### src/rtl/mem_port_arbiter.sv
// Round-robin arbiter sharing one single-port memory between NUM_REQ requesters.
// Optional burst locking is enabled by defining BURST_LOCK_EN.
module mem_port_arbiter #(
  parameter int unsigned NUM_REQ = 2,
  parameter int unsigned ADDR_W  = 8,
  parameter int unsigned DATA_W  = 32,
  parameter int unsigned RD_LAT  = 2
) (
  input  logic                      sys_clk,
  input  logic                      sys_rst_n,
  input  logic [NUM_REQ-1:0]        req,
  input  logic [NUM_REQ-1:0]        we,
  input  logic [NUM_REQ-1:0]        lock,
  input  logic [NUM_REQ*ADDR_W-1:0] addr,
  input  logic [NUM_REQ*DATA_W-1:0] wdata,
  output logic [NUM_REQ-1:0]        gnt,
  output logic [NUM_REQ-1:0]        rvalid,
  output logic [DATA_W-1:0]         rdata,
  output logic                      mem_en,
  output logic                      mem_we,
  output logic [ADDR_W-1:0]         mem_addr,
  output logic [DATA_W-1:0]         mem_wdata,
  input  logic [DATA_W-1:0]         mem_rdata
);

  localparam int unsigned IdW = (NUM_REQ > 1) ? $clog2(NUM_REQ) : 1;

  typedef enum logic [0:0] {StIdle, StLocked} state_e;

  state_e                     state_q;
  logic [IdW-1:0]             rr_ptr_q;
  logic [RD_LAT:0]            tag_vld_q;
  logic [RD_LAT:0][IdW-1:0]   tag_id_q;
  logic [NUM_REQ-1:0]         eligible;
  logic                       win_vld;
  logic [IdW-1:0]             win_id;

`ifdef BURST_LOCK_EN
  logic [IdW-1:0]             owner_q;
`else
  logic                       unused_sig;
  assign unused_sig = ^{lock, state_q};
`endif

  always_comb begin
    eligible = req;
`ifdef BURST_LOCK_EN
    if (state_q == StLocked) eligible = req & (NUM_REQ'(1) << owner_q);
`endif
  end

  // Scan from farthest to nearest so the first hit after rr_ptr wins.
  always_comb begin
    int unsigned idx;
    win_vld = 1'b0;
    win_id  = '0;
    idx     = 0;
    for (int unsigned k = NUM_REQ; k >= 1; k--) begin
      idx = (32'(rr_ptr_q) + k) % NUM_REQ;
      if (eligible[idx]) begin
        win_vld = 1'b1;
        win_id  = IdW'(idx);
      end
    end
  end

  assign gnt    = (win_vld && sys_rst_n) ? (NUM_REQ'(1) << win_id) : '0;
  assign rvalid = tag_vld_q[RD_LAT] ? (NUM_REQ'(1) << tag_id_q[RD_LAT]) : '0;
  assign rdata  = mem_rdata;

  always_ff @(posedge sys_clk) begin
    if (!sys_rst_n) begin
      state_q   <= StIdle;
      rr_ptr_q  <= IdW'(NUM_REQ - 1);
      mem_en    <= 1'b0;
      mem_we    <= 1'b0;
      mem_addr  <= '0;
      mem_wdata <= '0;
      tag_vld_q <= '0;
      tag_id_q  <= '0;
`ifdef BURST_LOCK_EN
      owner_q   <= '0;
`endif
    end else begin
      mem_en    <= win_vld;
      mem_we    <= win_vld & we[win_id];
      tag_vld_q <= {tag_vld_q[RD_LAT-1:0], win_vld & ~we[win_id]};
      tag_id_q  <= {tag_id_q[RD_LAT-1:0], win_id};
      if (win_vld) begin
        rr_ptr_q  <= win_id;
        mem_addr  <= addr[ADDR_W*32'(win_id) +: ADDR_W];
        mem_wdata <= wdata[DATA_W*32'(win_id) +: DATA_W];
      end
`ifdef BURST_LOCK_EN
      unique case (state_q)
        StIdle: begin
          if (win_vld && lock[win_id]) begin
            state_q <= StLocked;
            owner_q <= win_id;
          end
        end
        StLocked: begin
          // While locked any grant goes to the owner.
          if ((win_vld || !req[owner_q]) && !lock[owner_q]) state_q <= StIdle;
        end
        default: state_q <= StIdle;
      endcase
`endif
    end
  end

endmodule
### config.mk
export PLATFORM = sky130hd
export DESIGN_NAME = mem_port_arbiter
export DESIGN_NICKNAME = d
export VERILOG_FILES = /design/src/rtl/mem_port_arbiter.sv
export SDC_FILE = /design/constraint.sdc
export NUM_CORES = 1
export LEC_CHECK = 0
export CAP_MARGIN = 30
export CORE_MARGIN = 1
export CORE_UTILIZATION = 29
export CTS_CLUSTER_SIZE = 14
export DETAILED_ROUTE_END_ITERATION = 6
export GPL_TIMING_DRIVEN = 1
export PLACE_DENSITY = 0.79
export SLEW_MARGIN = 10
export SYNTH_ARGS = -nofsm -noshare
export SYNTH_HDL_FRONTEND = slang
export SYNTH_SLANG_ARGS = --single-unit
### constraint.sdc
create_clock -name sys_clk -period 1.2 [get_ports sys_clk]
set_clock_uncertainty 0.15 [all_clocks]
set_input_delay 0.12 -clock sys_clk [delete_from_list [all_inputs] [get_ports sys_clk]]
set_output_delay 0.12 -clock sys_clk [all_outputs]
set_load 0.01 [all_outputs]
; ---- Word level (Yosys, flattened, before mapping)
; Cells that the tools add are included.
[totals]
ff_bits = 49
output_inout_bits = 78
[classes]
n_addsub = 2
order_cmp = 3
shift = 4
muxes = 12
bitwise_logic = 3
n_reduce_logical = 1
[op_table]
columns = cell, count
row1 = $shiftx A64 B7 Y32, 1
row2 = $shiftx A16 B5 Y8, 1
row3 = $mux W1, 10
row4 = $lt A1 B2 Y1 const B, 3
row5 = $mux W2, 2
row6 = $shl A1 B1 Y2 const A, 2
row7 = $add A1 B1 Y1 const B, 2
row8 = $and A1 B1 Y1, 2
row9 = $logic_and A1 B1 Y1, 1
row10 = $not A1 Y1, 1

; ---- Logic depth before layout (Yosys ltp)
[depth]
word_depth = 9
ltp_mapped = 5
depth_no_buf = 3

; ---- Worst setup path after synthesis
; No wires, ideal clock.
[synth_timing]
kind = reg2reg
startpoint = register rr_ptr_q
endpoint = register tag_vld_q[0]
setup_ps = 114
arrival_time_ps = 906
path_slack_ps = 30
stages_incl_launch_ff = 5
n_path_buf = 1
period_less_slack_ps = 1170
path_cell_list = dfxtp_1 -> a21bo_1 -> buf_4 -> mux2i_1 -> and2b_1
[synth_via]
elab_chain_cells = 9
[synth_rtl]
columns = element, line
row1 = from (decl), 31  ; logic [IdW-1:0] rr_ptr_q;
row2 = from (signal assigned), 74  ; rr_ptr_q <= IdW'(NUM_REQ - 1);
row3 = from (signal assigned), 90  ; rr_ptr_q <= win_id;
row4 = $add A1 B1 Y1, 59  ; idx = (32'(rr_ptr_q) + k) % NUM_REQ;
row5 = $mux W1 (implied by the code) (2 in series), 60  ; if (eligible[idx]) begin
row6 = $mux W1 (2 in series), 60
row7 = $mux W1 (implied by the code) (2 in series), 87  ; tag_vld_q <= {tag_vld_q[RD_LAT-1:0], win_vld & ~we[win_id]};
row8 = $not A1 Y1, 87
row9 = $and A1 B1 Y1 *, 87
row10 = to (signal assigned), 87
row11 = to (decl), 32  ; logic [RD_LAT:0] tag_vld_q;
; Mark *: on every way between the ends. The rest lies on a longest branch, timed or not. The select of a mux whose other input is x is not followed.
; A chain may end at the register's enable or synchronous reset.

; ---- Final worst setup path
; Ends and elaborated chain as after synthesis.

==> flow_summary.toml <==
[route]
detailedRoute.firstPassIterationCount = 5
detail_route.iter0.violations = 41
wl_per_cell_um = 13.63
num_vias = 2269
ant_nets = 0
routed_via_density = 4.717
drt_drc_violations_left = 0
detail_route.wirelength_um = 6554

[floorplanning]
io_pins = 198
start_util_pct = 30.65
core_um2 = 7408
overall_die_height_um = 90.49
die_area_um2 = 8188
number_of_placement_rows = 31
floorplan.die.width_um = 90.49

[cells_and_area]
final_common_cell = "clkdlybuf4s50_1"
drive_gt1_share_pct = 16.49
antenna_cells = 0
stdcell_area_um2 = 3580
layout_net_count = 501
mostFrequentLayoutCells = "83 x clkdlybuf4s50_1, 68 x nand2_1, 46 x dfxtp_1"
area_growth_pct = 57.63

[power_and_ir_drop]
power_per_cell_area_nw_per_um2 = 1038
vdd_ir_drop_max_v = 0.0005302
power.internal_w = 0.002709
power.clock.fraction_pct = 25.3
sw_frac_of_total_pct = 27.11
p_seq_share_pct = 48.7
comb_power_share_pct = 25.9
p_leak_nw = 1.480
total_switching_power_w = 0.001008

[global_route]
largest_net_degree_at_the_start_of_global_routing = 47
grt_pass1_wl_um = 10950
gr-usage-all-layers_pct = 16.51
overflow_left_after_global_routing = 0
first_global_vias = 2205
antenna_violations_before_repair = 0

[timing]
layout_setup_ws_ns = -0.2278
hold_slack_ns = 0.09000
timing.final.setup_violations = 44
layout_min_cycle_time_ns = 1.428
finalMaxSlewViolations = 0
timing_hold_violations_final = 0
tightest_slew_ns = 0.3681
rsz0062_at_grt = "yes"
min_period_over_period_pct = 119.0
clock.fmax_mhz = 700.4
maxSlewHeadroom_pct = 75.46

[hold_path]
worst_hold_class = "input pin to output port"
worst_hold_startpoint = "mem_rdata[3]"

[yosys]
synth_simple_gate_area_share_pct = 16.86
synthTopCellsByArea = "dfxtp_1 43%, nand2_1 14%, a31oi_1 11%"
synth.mux.area_fraction_pct = 0.4408
synthXorXnorAreaFrac_pct = 0
synth_edf_count = 0
synth_cells = 284
synth_sequential_area_ratio_pct = 43.20
synth_fa_ha_area_share_pct = 0
yosys.cell_types.count = 18
syn_nets = 404
async_reset_ff_share_pct = 0
ys_dominant_reg_cell = "dfxtp_1"
post_synthesis_compound_gate_area_fraction_pct = 21.32
synth_top_family_by_area = "compound AO/OA/AOI/OAI gates"
mean_post_synth_cell_area_um2 = 7.996
synthDominantAreaCellType = "dfxtp_1"
synth_area_um2 = 2271
synth-seq-cells = 49
synth.top_cell.area_share_pct = 43.20
synth-warning-count = 0

[placement]
place_congestion = 0.6754
port-buffer-count = 131
placed_area_um2 = 3377
dpl.hpwl_um = 4332

[critical_path]
r2r_start = "rr_ptr_q$_SDFFE_PN1P_"
critPathLaunch = "rr_ptr_q$_SDFFE_PN1P_"
required_ns = 1.25
worst_setup_path_end_kind = "flip-flop"
worst-r2r-setup-slack_ns = -0.23
critical_path_class = "flip-flop to flip-flop"
timing.reg2reg.worst_path_depth = 5
setup_crit_end = "tag_vld_q[0]$_SDFF_PN0_"
setup.worst_path.start_class = "flip-flop"
crit_arrival_ns = 1.48
critical_path.reg2reg.endpoint = "tag_vld_q[0]$_SDFF_PN0_"
cp_max_fo = 6

[outcome]
run_status = "finished with violations"
violated_checks = "setup timing"

[clock_tree]
numCtsBuffers = 5
cts_root_buffer = "clkbuf_8"
clk_pin_slew_ns = 0.09
cts_buffer_depth = 2
cts_num_sinks = 49
clock_insertion_delay_worst_skew_ns = 0.29
cts.htree.levels = 2
cts_hold_buffers = 0
cts_tree = "built"

[run]
max_cap_violations = 0
## worst min-delay path by stage
stage                                       end  cells after the start
after global routing                   rdata[3]                      0
final                                  rdata[3]                      0
after global placement                rdata[16]                      0
after floorplan           rr_ptr_q$_SDFFE_PN1P_                      2
after detailed placement              rdata[16]                      0
after CTS                             rdata[16]                      0
## metal layers
layer  global-route usage [%]  share of wire [%]  up-vias
met3                    5.303                9.1       19
met4                    6.317                2.3        0
met2                    28.98                 48      114
li1                         -                  -     1120
met1                    18.42                 41     1016
met5                        0                  0        -
## state kept, by name (all words and copies together) (netlist names)
register and cells:
mem_addr 8, mem_en 1, mem_wdata 32, mem_we 1
rr_ptr_q 1, tag_id_q 3, tag_vld_q 3
## timing repair
item	CTS	global route
endpoints found under the setup margin	89	83
cloned	3	0
pin swaps	1	21
hold endpoints to repair	0	0
gates resized for setup	80	77
buffers inserted	2	2
## layout make-up
type	instances	area [µm²]
Clock buffer	5	68.82
Clock inverter	3	17.52
Sequential cell	49	987.2
Timing Repair Buffer	145	1421
Tap cell	99	123.9
Inverter	1	3.754
Fill cell	694	3829
Multi-Input combinational cell	179	957.2
## stage by stage
step	instances	setup TNS [ns]	setup slack, ns	power [W]	util, %
CTS	481	-6.659	-0.2471	0.003760	47.95
global placement	468	-23.46	-0.6084	0.002776	45.58
finish	481	-6.117	-0.2278	0.003717	48.32
detailed placement	468	-26.71	-0.6867	0.002792	45.58
floorplan	284	0	0.02993	0.002330	-
global route	481	-8.465	-0.2566	0.003945	48.32
## critical path, cell delays in order, from the launching register on
cell	delay [ns]
dfxtp_4	0.37
buf_6	0.12
a21bo_4	0.27
buf_6	0.14
mux2i_2	0.14
and2b_1	0.15
## synth_stat cells, drive strengths merged (2+ instances only)
cell type  count
nor2           2
dfxtp         49
o21ai         41
nand2         83
a31oi         40
clkbuf         4
buf           51
and2           7
## power by group through the flow
stage | Combinational [W] | Clock, W | Sequential [W]
detailed placement | 0.000943 | 0 | 0.00185
global placement | 0.000931 | 0 | 0.00184
finish | 0.000964 | 0.000941 | 0.00181
CTS | 0.000956 | 0.000995 | 0.00181
global route | 0.00105 | 0.00106 | 0.00183
floorplan | 0.000428 | 0 | 0.00190
## cells by family (layout without fill, tap and decap cells)
| kind of cell | after synthesis | after routing |
|---|---|---|
| AOI/OAI and AO/OA | 83 | 83 |
| buffers and inverters | 56 | 154 |
| DFF | 49 | 49 |
| muxes | 1 | 1 |
| and+or+nand+nor | 95 | 95 |
Power figures use the tool's default switching activity.
